### config.mk
export PLATFORM = sky130hd
export DESIGN_NAME = ep_wrr_arbiter
export DESIGN_NICKNAME = d
export VERILOG_FILES = /design/src/rtl/ep_wrr_arbiter_pkg.sv /design/src/rtl/ep_wrr_arbiter_rr_pick.sv /design/src/rtl/ep_wrr_arbiter.sv
export SDC_FILE = /design/constraint.sdc
export NUM_CORES = 1
export LEC_CHECK = 0
export ABC_AREA = 1
export BUFFER_PORTS_ARGS = -buffer_cell sky130_fd_sc_hd__buf_2
export CAP_MARGIN = 40
export CORE_ASPECT_RATIO = 1.25
export CORE_MARGIN = 3
export CORE_UTILIZATION = 35
export CTS_CLUSTER_DIAMETER = 60
export DETAILED_ROUTE_END_ITERATION = 8
export GPL_ROUTABILITY_DRIVEN = 0
export PLACE_DENSITY_LB_ADDON = 0.12
export SETUP_SLACK_MARGIN = 0.2
export SLEW_MARGIN = 10
export SYNTH_ARGS = -nofsm -noshare
export SYNTH_HDL_FRONTEND = slang
export SYNTH_SLANG_ARGS = --single-unit
### constraint.sdc
create_clock -name trn_clk -period 3.64 [get_ports trn_clk]
set_input_delay 0.364 -clock trn_clk [delete_from_list [all_inputs] [get_ports trn_clk]]
set_output_delay 0.364 -clock trn_clk [all_outputs]
set_load 0.005 [all_outputs]
### src/rtl/ep_wrr_arbiter_pkg.sv
// Shared types and constants for the endpoint TX weighted round-robin arbiter.
// Latency: n/a (declarations only).
// Backpressure: n/a.
package ep_wrr_arbiter_pkg;

  // Requester index; wide enough for the maximum of 8 requesters.
  typedef logic [2:0] idx_t;

  // One-hot FSM encoding.
  typedef enum logic [3:0] {
    ST_IDLE     = 4'b0001,
    ST_WAIT_DRV = 4'b0010,
    ST_OWNED    = 4'b0100,
    ST_RELEASE  = 4'b1000
  } arb_state_e;

  // stat_sel value that reads back the timeout counter.
  localparam logic [3:0] STAT_SEL_TMO = 4'hF;

  // Saturating 32-bit increment for statistics counters.
  function automatic logic [31:0] sat_inc(input logic [31:0] v);
    return (v == 32'hFFFF_FFFF) ? v : v + 32'd1;
  endfunction

endpackage

### src/rtl/ep_wrr_arbiter_rr_pick.sv
// Rotating first-one finder: first set bit of mask searching upward from start, wrapping.
// Latency: combinational.
// Backpressure: none; found=0 when mask is empty.
module rr_pick
  import ep_wrr_arbiter_pkg::*;
#(
  parameter int N = 3
) (
  input  logic [N-1:0] mask,
  input  idx_t         start,
  output idx_t         idx,
  output logic         found
);

  logic [7:0] w_mask8;
  logic [3:0] w_j;

  assign w_mask8 = 8'(mask);

  // Walk N positions from start, wrapping at N; keep the first hit.
  always_comb begin
    idx   = '0;
    found = 1'b0;
    w_j   = '0;
    for (int k = 0; k < N; k++) begin
      w_j = {1'b0, start} + 4'(k);
      if (w_j >= 4'(N)) w_j = w_j - 4'(N);
      if (!found && w_mask8[w_j[2:0]]) begin
        found = 1'b1;
        idx   = w_j[2:0];
      end
    end
  end

endmodule

### src/rtl/ep_wrr_arbiter.sv
// Weighted round-robin arbiter for the endpoint TX path; optional statistics under EP_ARB_STATS_EN.
// Latency: turn pulses on the edge after req is sampled in IDLE; stat_data has one-cycle read latency.
// Backpressure: any driven bit holds off new grants; an untaken grant is revoked after GRANT_TMO cycles.
module ep_wrr_arbiter
  import ep_wrr_arbiter_pkg::*;
#(
  parameter int NREQ      = 3,
  parameter int WW        = 4,
  parameter int GRANT_TMO = 16,
  parameter int TW        = 5
) (
  input  logic             trn_clk,
  input  logic             reset,
  input  logic [NREQ-1:0]  req,
  input  logic [NREQ-1:0]  driven,
  input  logic [NREQ*WW-1:0] weight,
  output logic [NREQ-1:0]  turn,
  output logic             busy,
  output logic [2:0]       owner,
  output logic             tmo_err,
  input  logic [3:0]       stat_sel,
  output logic [31:0]      stat_data
);

  arb_state_e r_state, w_state_nxt;
  logic [NREQ-1:0] r_turn, w_turn_nxt;
  logic            r_busy, w_busy_nxt;
  idx_t            r_owner, w_owner_nxt;
  logic            r_tmo_err, w_tmo_err_nxt;
  idx_t            r_ptr, w_ptr_nxt;
  logic [WW-1:0]   r_cred, w_cred_nxt;
  logic [TW-1:0]   r_tmo_cnt, w_tmo_cnt_nxt;

  logic            w_grant;
  idx_t            w_grant_idx;
  logic [NREQ-1:0] w_elig;
  logic [7:0]      w_elig8;
  logic [7:0]      w_drv8;
  logic [WW-1:0]   w_wt [8];
  idx_t            w_start;
  idx_t            w_pick_idx;
  logic            w_pick_found;

  // Per-requester weights padded to 8 slots so a 3-bit index is always in range.
  for (genvar gi = 0; gi < 8; gi++) begin : g_wt
    if (gi < NREQ) begin : g_on
      assign w_wt[gi] = weight[gi*WW +: WW];
    end else begin : g_off
      assign w_wt[gi] = '0;
    end
  end

  // A zero weight masks the requester out entirely.
  for (genvar gi = 0; gi < NREQ; gi++) begin : g_elig
    assign w_elig[gi] = req[gi] && (w_wt[gi] != '0);
  end

  assign w_elig8 = 8'(w_elig);
  assign w_drv8  = 8'(driven);
  assign w_start = (r_ptr == idx_t'(NREQ-1)) ? idx_t'(0) : r_ptr + idx_t'(1);

  rr_pick #(.N(NREQ)) u_pick (
    .mask  (w_elig),
    .start (w_start),
    .idx   (w_pick_idx),
    .found (w_pick_found)
  );

  // Next-state and next-register values for the grant FSM.
  always_comb begin
    w_state_nxt   = r_state;
    w_turn_nxt    = '0;
    w_busy_nxt    = r_busy;
    w_owner_nxt   = r_owner;
    w_tmo_err_nxt = 1'b0;
    w_ptr_nxt     = r_ptr;
    w_cred_nxt    = r_cred;
    w_tmo_cnt_nxt = r_tmo_cnt;
    w_grant       = 1'b0;
    w_grant_idx   = '0;
    case (r_state)
      ST_IDLE: begin
        if (driven == '0 && w_pick_found) begin
          w_grant = 1'b1;
          if (w_elig8[r_ptr] && r_cred != '0) begin
            // Current holder still has credit left: stay on it.
            w_grant_idx = r_ptr;
            w_cred_nxt  = r_cred - WW'(1);
          end else begin
            // Move to the next eligible requester and reload its share.
            w_grant_idx = w_pick_idx;
            w_ptr_nxt   = w_pick_idx;
            w_cred_nxt  = w_wt[w_pick_idx] - WW'(1);
          end
          for (int i = 0; i < NREQ; i++) w_turn_nxt[i] = (w_grant_idx == idx_t'(i));
          w_owner_nxt   = w_grant_idx;
          w_busy_nxt    = 1'b1;
          w_tmo_cnt_nxt = '0;
          w_state_nxt   = ST_WAIT_DRV;
        end
      end
      ST_WAIT_DRV: begin
        w_tmo_cnt_nxt = r_tmo_cnt + TW'(1);
        if (w_drv8[r_owner]) begin
          w_state_nxt = ST_OWNED;
        end else if (r_tmo_cnt == TW'(GRANT_TMO-1)) begin
          // Grant not taken in time: revoke and forfeit remaining credit.
          w_tmo_err_nxt = 1'b1;
          w_cred_nxt    = '0;
          w_state_nxt   = ST_RELEASE;
        end
      end
      ST_OWNED: begin
        if (!w_drv8[r_owner]) w_state_nxt = ST_RELEASE;
      end
      ST_RELEASE: begin
        w_busy_nxt  = 1'b0;
        w_state_nxt = ST_IDLE;
      end
      default: begin
        w_busy_nxt  = 1'b0;
        w_state_nxt = ST_IDLE;
      end
    endcase
  end

  // FSM state register.
  always_ff @(posedge trn_clk or posedge reset) begin
    if (reset) r_state <= ST_IDLE;
    else       r_state <= w_state_nxt;
  end

  // Grant, credit and timeout registers.
  always_ff @(posedge trn_clk or posedge reset) begin
    if (reset) begin
      r_turn    <= '0;
      r_busy    <= 1'b0;
      r_owner   <= '0;
      r_tmo_err <= 1'b0;
      r_ptr     <= idx_t'(NREQ-1);
      r_cred    <= '0;
      r_tmo_cnt <= '0;
    end else begin
      r_turn    <= w_turn_nxt;
      r_busy    <= w_busy_nxt;
      r_owner   <= w_owner_nxt;
      r_tmo_err <= w_tmo_err_nxt;
      r_ptr     <= w_ptr_nxt;
      r_cred    <= w_cred_nxt;
      r_tmo_cnt <= w_tmo_cnt_nxt;
    end
  end

  assign turn    = r_turn;
  assign busy    = r_busy;
  assign owner   = r_owner;
  assign tmo_err = r_tmo_err;

`ifdef EP_ARB_STATS_EN
  logic [31:0] r_grants [NREQ];
  logic [31:0] r_tmo_total;
  logic [31:0] r_stat_data;
  logic [31:0] w_stat_mux;

  // Saturating grant and timeout counters.
  always_ff @(posedge trn_clk or posedge reset) begin
    if (reset) begin
      for (int i = 0; i < NREQ; i++) r_grants[i] <= '0;
      r_tmo_total <= '0;
    end else begin
      for (int i = 0; i < NREQ; i++) begin
        if (w_grant && w_grant_idx == idx_t'(i)) r_grants[i] <= sat_inc(r_grants[i]);
      end
      if (w_tmo_err_nxt) r_tmo_total <= sat_inc(r_tmo_total);
    end
  end

  // Readback select; unmapped selects read zero.
  always_comb begin
    w_stat_mux = '0;
    for (int i = 0; i < NREQ; i++) begin
      if (stat_sel == 4'(i)) w_stat_mux = r_grants[i];
    end
    if (stat_sel == STAT_SEL_TMO) w_stat_mux = r_tmo_total;
  end

  // Registered readback.
  always_ff @(posedge trn_clk or posedge reset) begin
    if (reset) r_stat_data <= '0;
    else       r_stat_data <= w_stat_mux;
  end

  assign stat_data = r_stat_data;
`else
  logic w_unused_stat_sel;
  assign w_unused_stat_sel = ^stat_sel;
  assign stat_data = '0;
`endif

endmodule
---- Word-level counts from Yosys, hierarchy flattened ----
Index checks and enable logic that the tools add are counted.
operators by class
  $add $sub $neg .......................... 9
  $lt $le $gt $ge ......................... 9
  equal/unequal tests ..................... 12
  multiplexer cells ....................... 45
  bitwise logic cells ..................... 2
  reduce and logical (&&, ||, !) cells .... 22
operators with widths
  cell                 count
  $mux 4               10
  $mux 3               12
  $lt 3x4->1 const B   5
  $reduce_bool 4->1    4
  $bmux 1 s3           5
  $bmux 4 s3           1
  $mux 1               12
  $pmux 4 s3           1
  $pmux 5 s2           1
  $sub 3x2->3 const B  3
  $ge 4x2->1 const B   2
  $ne 2x2->1 const B   4
  $pmux 4 s2           1
  $sub 4x1->4 const B  2
  $logic_and 1x1->1    7
  $eq 3x2->1 const B   2
  $logic_not 3->1      2
  $reduce_and 2->1     3
  $add 5x1->5 const B  1
  $eq 5x4->1 const B   1
  $mux 5               1
  $add 3x1->4 const B  1
  $add 3x2->4 const B  1
  $eq 4x1->1 const B   1
  other kinds (15)     16
storage, ports and cells
  flip-flop bits (word level) ............. 24
  output and inout bits ................... 40
  word-level logic and storage cells ...... 107

---- Depth between registers and ports, before layout ----
  depth in word-level cells ............... 21
  mapped depth ............................ 25
  mapped depth without buffers ............ 24

---- Cells and area by module ----
Synthesis repeated with hierarchy kept, for this count alone.
second synthesis, totals
  cell total of the unflattened synthesis .. 300
  area total of the unflattened synthesis .. 2074.5 µm²
by module, submodules not included
  module          times used  cells each  area an instance (µm²)  sequential area each (µm²)
  ep_wrr_arbiter  1           222         1645.3                  553.0
  rr_pick         1           78          429.2                   0.0

---- Least setup slack after synthesis ----
No wires, ideal clock.
  kind .................................... register -> register
  start point ............................. reg r_ptr[1]
  end point ............................... reg r_cred[2]
  arrival time ............................ 2783 ps
  required time ........................... 3523 ps
  path slack .............................. 739 ps
  cell stages (with the launch flop) ...... 23
  cell sequence ........................... dfstp_2 -> buf_6 -> inv_2 -> nand2_4 -> nand2_2 -> ha_1 -> ha_1 -> nand2_2 -> nand2_2 -> nand2_1 -> a21oi_1 -> nor2_2 -> nand2_1 -> nor2_1 -> nand3_1 -> nand2_2 -> nand2_4 -> nand2_1 -> nand3_2 -> a21oi_4 -> nand4_1 -> nand3_1 -> nand2_1
between the ends
  cells in the longest elaborated chain, start to end .. 21
  elaborated cells on any way between the ends .. 44
  those cells by class .................... add/sub (7); order compare (3); eq/ne (2); mux (24); bitwise (1); reduce/logical (7)
ends and longest elaborated chain
  element                                                               RTL line               text
  start: declaration                                                    ep_wrr_arbiter.sv:30   idx_t r_ptr, w_ptr_nxt;
  start signal: assignment                                              ep_wrr_arbiter.sv:140  r_ptr <= idx_t'(NREQ-1);
  start signal: assignment                                              ep_wrr_arbiter.sv:148  r_ptr <= w_ptr_nxt;
  parallel branches: the longest is 21 deep, another holds $add 3x1->4  -
  end signal: assignment                                                ep_wrr_arbiter.sv:149  r_cred <= w_cred_nxt;
  end: declaration                                                      ep_wrr_arbiter.sv:31   logic [WW-1:0] r_cred, w_cred_nxt;
Parallel ways; which one is timed is not known. The select of a mux whose other input is x is not followed.
A chain may end at the register's enable or synchronous reset.

---- Worst setup path after layout ----
Ends and elaborated chain as after synthesis.

==> impl_results.md <==
* Status: completed
* WHS Path Cells at 2
* CP Max Fanout at 8
* H-tree levels at 1
* Area Growth Syn to Fin at 11.8%
* Worst r2r path cells at 21
* Post-synth EDFFs at 0
* Synth unique cells at 41
* DIE AREA at 0.00727 mm²
* PD cells at between 900 and 1000 mW/mm²
* Most used cell, CP: nand2_2
* CP Cell Sequence: inv_2 > nand2_4 > nand2_2 > ha_2 > ha_4 > nand2_2 > nand2_2 > nand2_2 > buf_4 > nand3_2 > nand2_1 > nor2_2 > nand3_1 > nand2_4 > nand2_4 > nand2_1 > nand3_2 > a21oi_4 > nand4_1 > nand3_1 > nand2_1
* Synth top area share at 0.228
* Levels on crit path at 21
* Worst EP arrival at 3.30 ns
* Asr flop ratio synth at 1.00
* Clock skew at roughly 0.0084 ns
* Clock Power Share at 0.067
* Reg-to-Reg End: r_cred[2]
* Syn avg cell area at ~7.1 µm²
* Crit. End Element: flop
* Sw frac at 0.545
* Diodes inserted at 0
* Layout cells sized above 1 at 0.245
* Worst vdd ir at 0.000285 V
* Clock latency on the worst-skew pair at ~0.27 ns
* Max-slew violations at 0
* Reg power frac at 0.167
* Unrepaired setup endpoints after global routing: false
* Worst-path clk slew at ~0.08 ns
* Top cells by area, synth: dfrtp_1 (23%), buf_4 (12%), nand2_1 (11%), inv_1 (7.3%), nand3_1 (6.1%)
* Post-route cell area at 0.00246 mm²
* Most used flip-flop cell after synthesis: dfrtp_1
* Setup tns final at 0 ns
* # rows at 31
* Critical Path Max Stage Delay at between 0.6 and 0.7 ns
* Yosys warns at 0
* Seq/Total Area, Yosys at 0.252
* Routed vias at 1908
* Syn Inst Count at 310
* First-pass GRT wire length at just under 8000 µm
* WL final at 4630 µm
* Max cap viols at 0
* Hold path startpoint: busy
* Largest net degree at the start of global routing at 22
* Via/cell ratio at 4.49
* Total Routing Usage GR at 0.132
* Number of CTS-inserted buffers at 3
* Min-Delay Endpoint: busy
* Least-Margin Pin Slew at roughly 0.58 ns
* Fin crit period at approximately 3.1 ns
* Root Buffer Master: clkbuf_8
* Placed cell area at 0.00232 mm²
* GR Overflow Total at 0
* Register area at 558 µm²
* Post-route antenna net violation count at 0
* Yosys reg bits at 22
* Worst path buffer plus inverter count at 2
* Num ports at 64
* CTS tree: built
* Port bufs at 27
* Most frequent cell after synthesis: nand2_1
* Kind of cell adding the most delay to the critical path: simple AND/OR/NAND/NOR gates
* Reg2Reg Setup Slack at 0.50 ns
* Switch Pwr at 1.26 mW
* Setup violators final at 0
* Worst setup path class: reg -> reg
* Net count, final at 376
* Antenna violations before repair at 0
* Die Ht at 94.6 µm
* Post-synth top cells: nand2_1 (64), inv_1 (43), buf_4 (34), nand3_1 (27), nor2_1 (24)
* Clock Tree Buf Depth at 2
* Chip width at slightly below 80 µm
* Drt wl/cell at approximately 11 µm
* Core ar. at 0.00593 mm²
* DP HPWL at 3790 µm
* Area of the multi-input gates at 0.00135 mm²
* Drt pass-1 iters at 5
* Iteration-0 DRC Markers at 57
* Leak at between 1 and 1.5 nW
* Starting density of the core at 0.370
* Startpoint Class: flop
* Min-delay worst type: reg -> reg
* Mapped Area at 0.00220 mm²
* Slowest CP cell: dfstp_4
* Period utilisation layout at 0.863
* Worst slew margin at 0.610
* Max Fclk at 0.318 GHz
* FF-to-FF Start: r_ptr[1]
* Fin. Hold Viols at 0
* Vias in the first global route at 1822
* CP Data Required Time at about 3.8 ns
* Clock sink count at 22
* Internal cell power at 1.05 mW
* Logic pwr share at 0.766
* Fill count at 638
* Area leader, netlist: dfrtp_1
* DRC violations left at 0
[through the flow]
step	instances	total power, mW	util	setup WS (ns)	hold WS (ns)
after floorplan	341	1.77	-	0.739	0.352
after global placement	416	2.04	0.386	0.331	0.475
after detailed placement	417	2.05	0.391	0.327	0.254
after CTS	422	2.22	0.400	0.322	0.502
after global routing	425	2.58	0.414	0.217	0.541
final	425	2.31	0.414	0.500	0.494
[worst max path at each step]
stage	from	end	slack, ns
final	r_ptr[1]	r_cred[2]	0.50
after global routing	r_ptr[1]	r_cred[1]	0.22
after CTS	r_ptr[1]	r_cred[2]	0.32
after detailed placement	r_ptr[1]	r_cred[2]	0.33
after global placement	r_ptr[1]	r_cred[2]	0.33
after floorplan	r_ptr[1]	r_cred[2]	0.74
[power by group through the flow]
stage               sequential (mW)  clock, mW  combinational, mW
global placement              0.395          0               1.64
detailed placement            0.396          0               1.66
floorplan                     0.350          0               1.42
CTS                           0.391      0.161               1.67
finish                        0.386      0.155               1.77
global route                  0.397      0.169               2.02
[placed cells by master (no fill, tap or decap), types with 2 or more instances in the layout]
master    instances
nand2_1          62
inv_1            43
conb_1           32
buf_2            27
nand3_1          26
nor2_1           23
dfrtp_1          19
nand2_2          10
a21oi_1           8
nand4_1           7
nand2_4           6
o21ai_1           6
ha_1              6
buf_4             6
nor3_1            5
o21ai_0           5
nand3_2           4
o22ai_1           4
nor2_4            3
inv_2             3
nor2_2            3
clkbuf_8          3
o21ai_2           2
a21oi_4           2
nand3_4           2
nand3b_1          2
o21a_1            2
[worst reg2reg max path: stages, from the launching register on]
cell and delay (ns):
dfstp_4 0.69, inv_2 0.07, nand2_4 0.10, nand2_2 0.09, ha_2 0.19, ha_4 0.29, nand2_2 0.06, nand2_2 0.12
nand2_2 0.07, buf_4 0.14, nand3_2 0.09, nand2_1 0.07, nor2_2 0.15, nand3_1 0.14, nand2_4 0.13, nand2_4 0.07
nand2_1 0.07, nand3_2 0.09, a21oi_4 0.17, nand4_1 0.10, nand3_1 0.09, nand2_1 0.05
[sequential cells by signal, indices dropped and copies added, names as in the netlist]
register and count:
owner 3, busy 1, r_state 4, turn 3
r_tmo_cnt 5, r_ptr 1, tmo_err 1, r_cred 4
[cells by family (layout without fill, tap and decap cells)]
logic type,Yosys count,in the layout,share of synthesized area
xor+xnor,2,2,0.0114
other cells,1,32,0.00171
fa+ha+maj,8,8,0.0455
simple gates,157,157,0.371
compound gates,35,35,0.106
flops,22,22,0.252
buf+inv,85,87,0.213
[final cells by class]
class	instances	share of cell area
inverters	48	0.0753
well taps	82	0.0417
repair buffers	35	0.0885
multi-input cells	234	0.549
clock buffers	4	0.0183
flip-flops and latches	22	0.227
[repair_timing]
action,in CTS,in global routing
setup endpoints to repair,0,14
setup buffers,0,3
gates resized for setup,0,13
endpoints found under the hold margin,1,0
hold buffers,1,0
[routing by layer]
metal | vias to the layer above | wire [µm] | GRT usage
met3 | 7 | 127 | 0.00859
met2 | 31 | 2420 | 0.243
met1 | 874 | 1980 | 0.160
met4 | 0 | 90 | 0.0514
li1 | 996 | - | -
met5 | - | 0 | 0
Power figures use the tool's default switching activity.
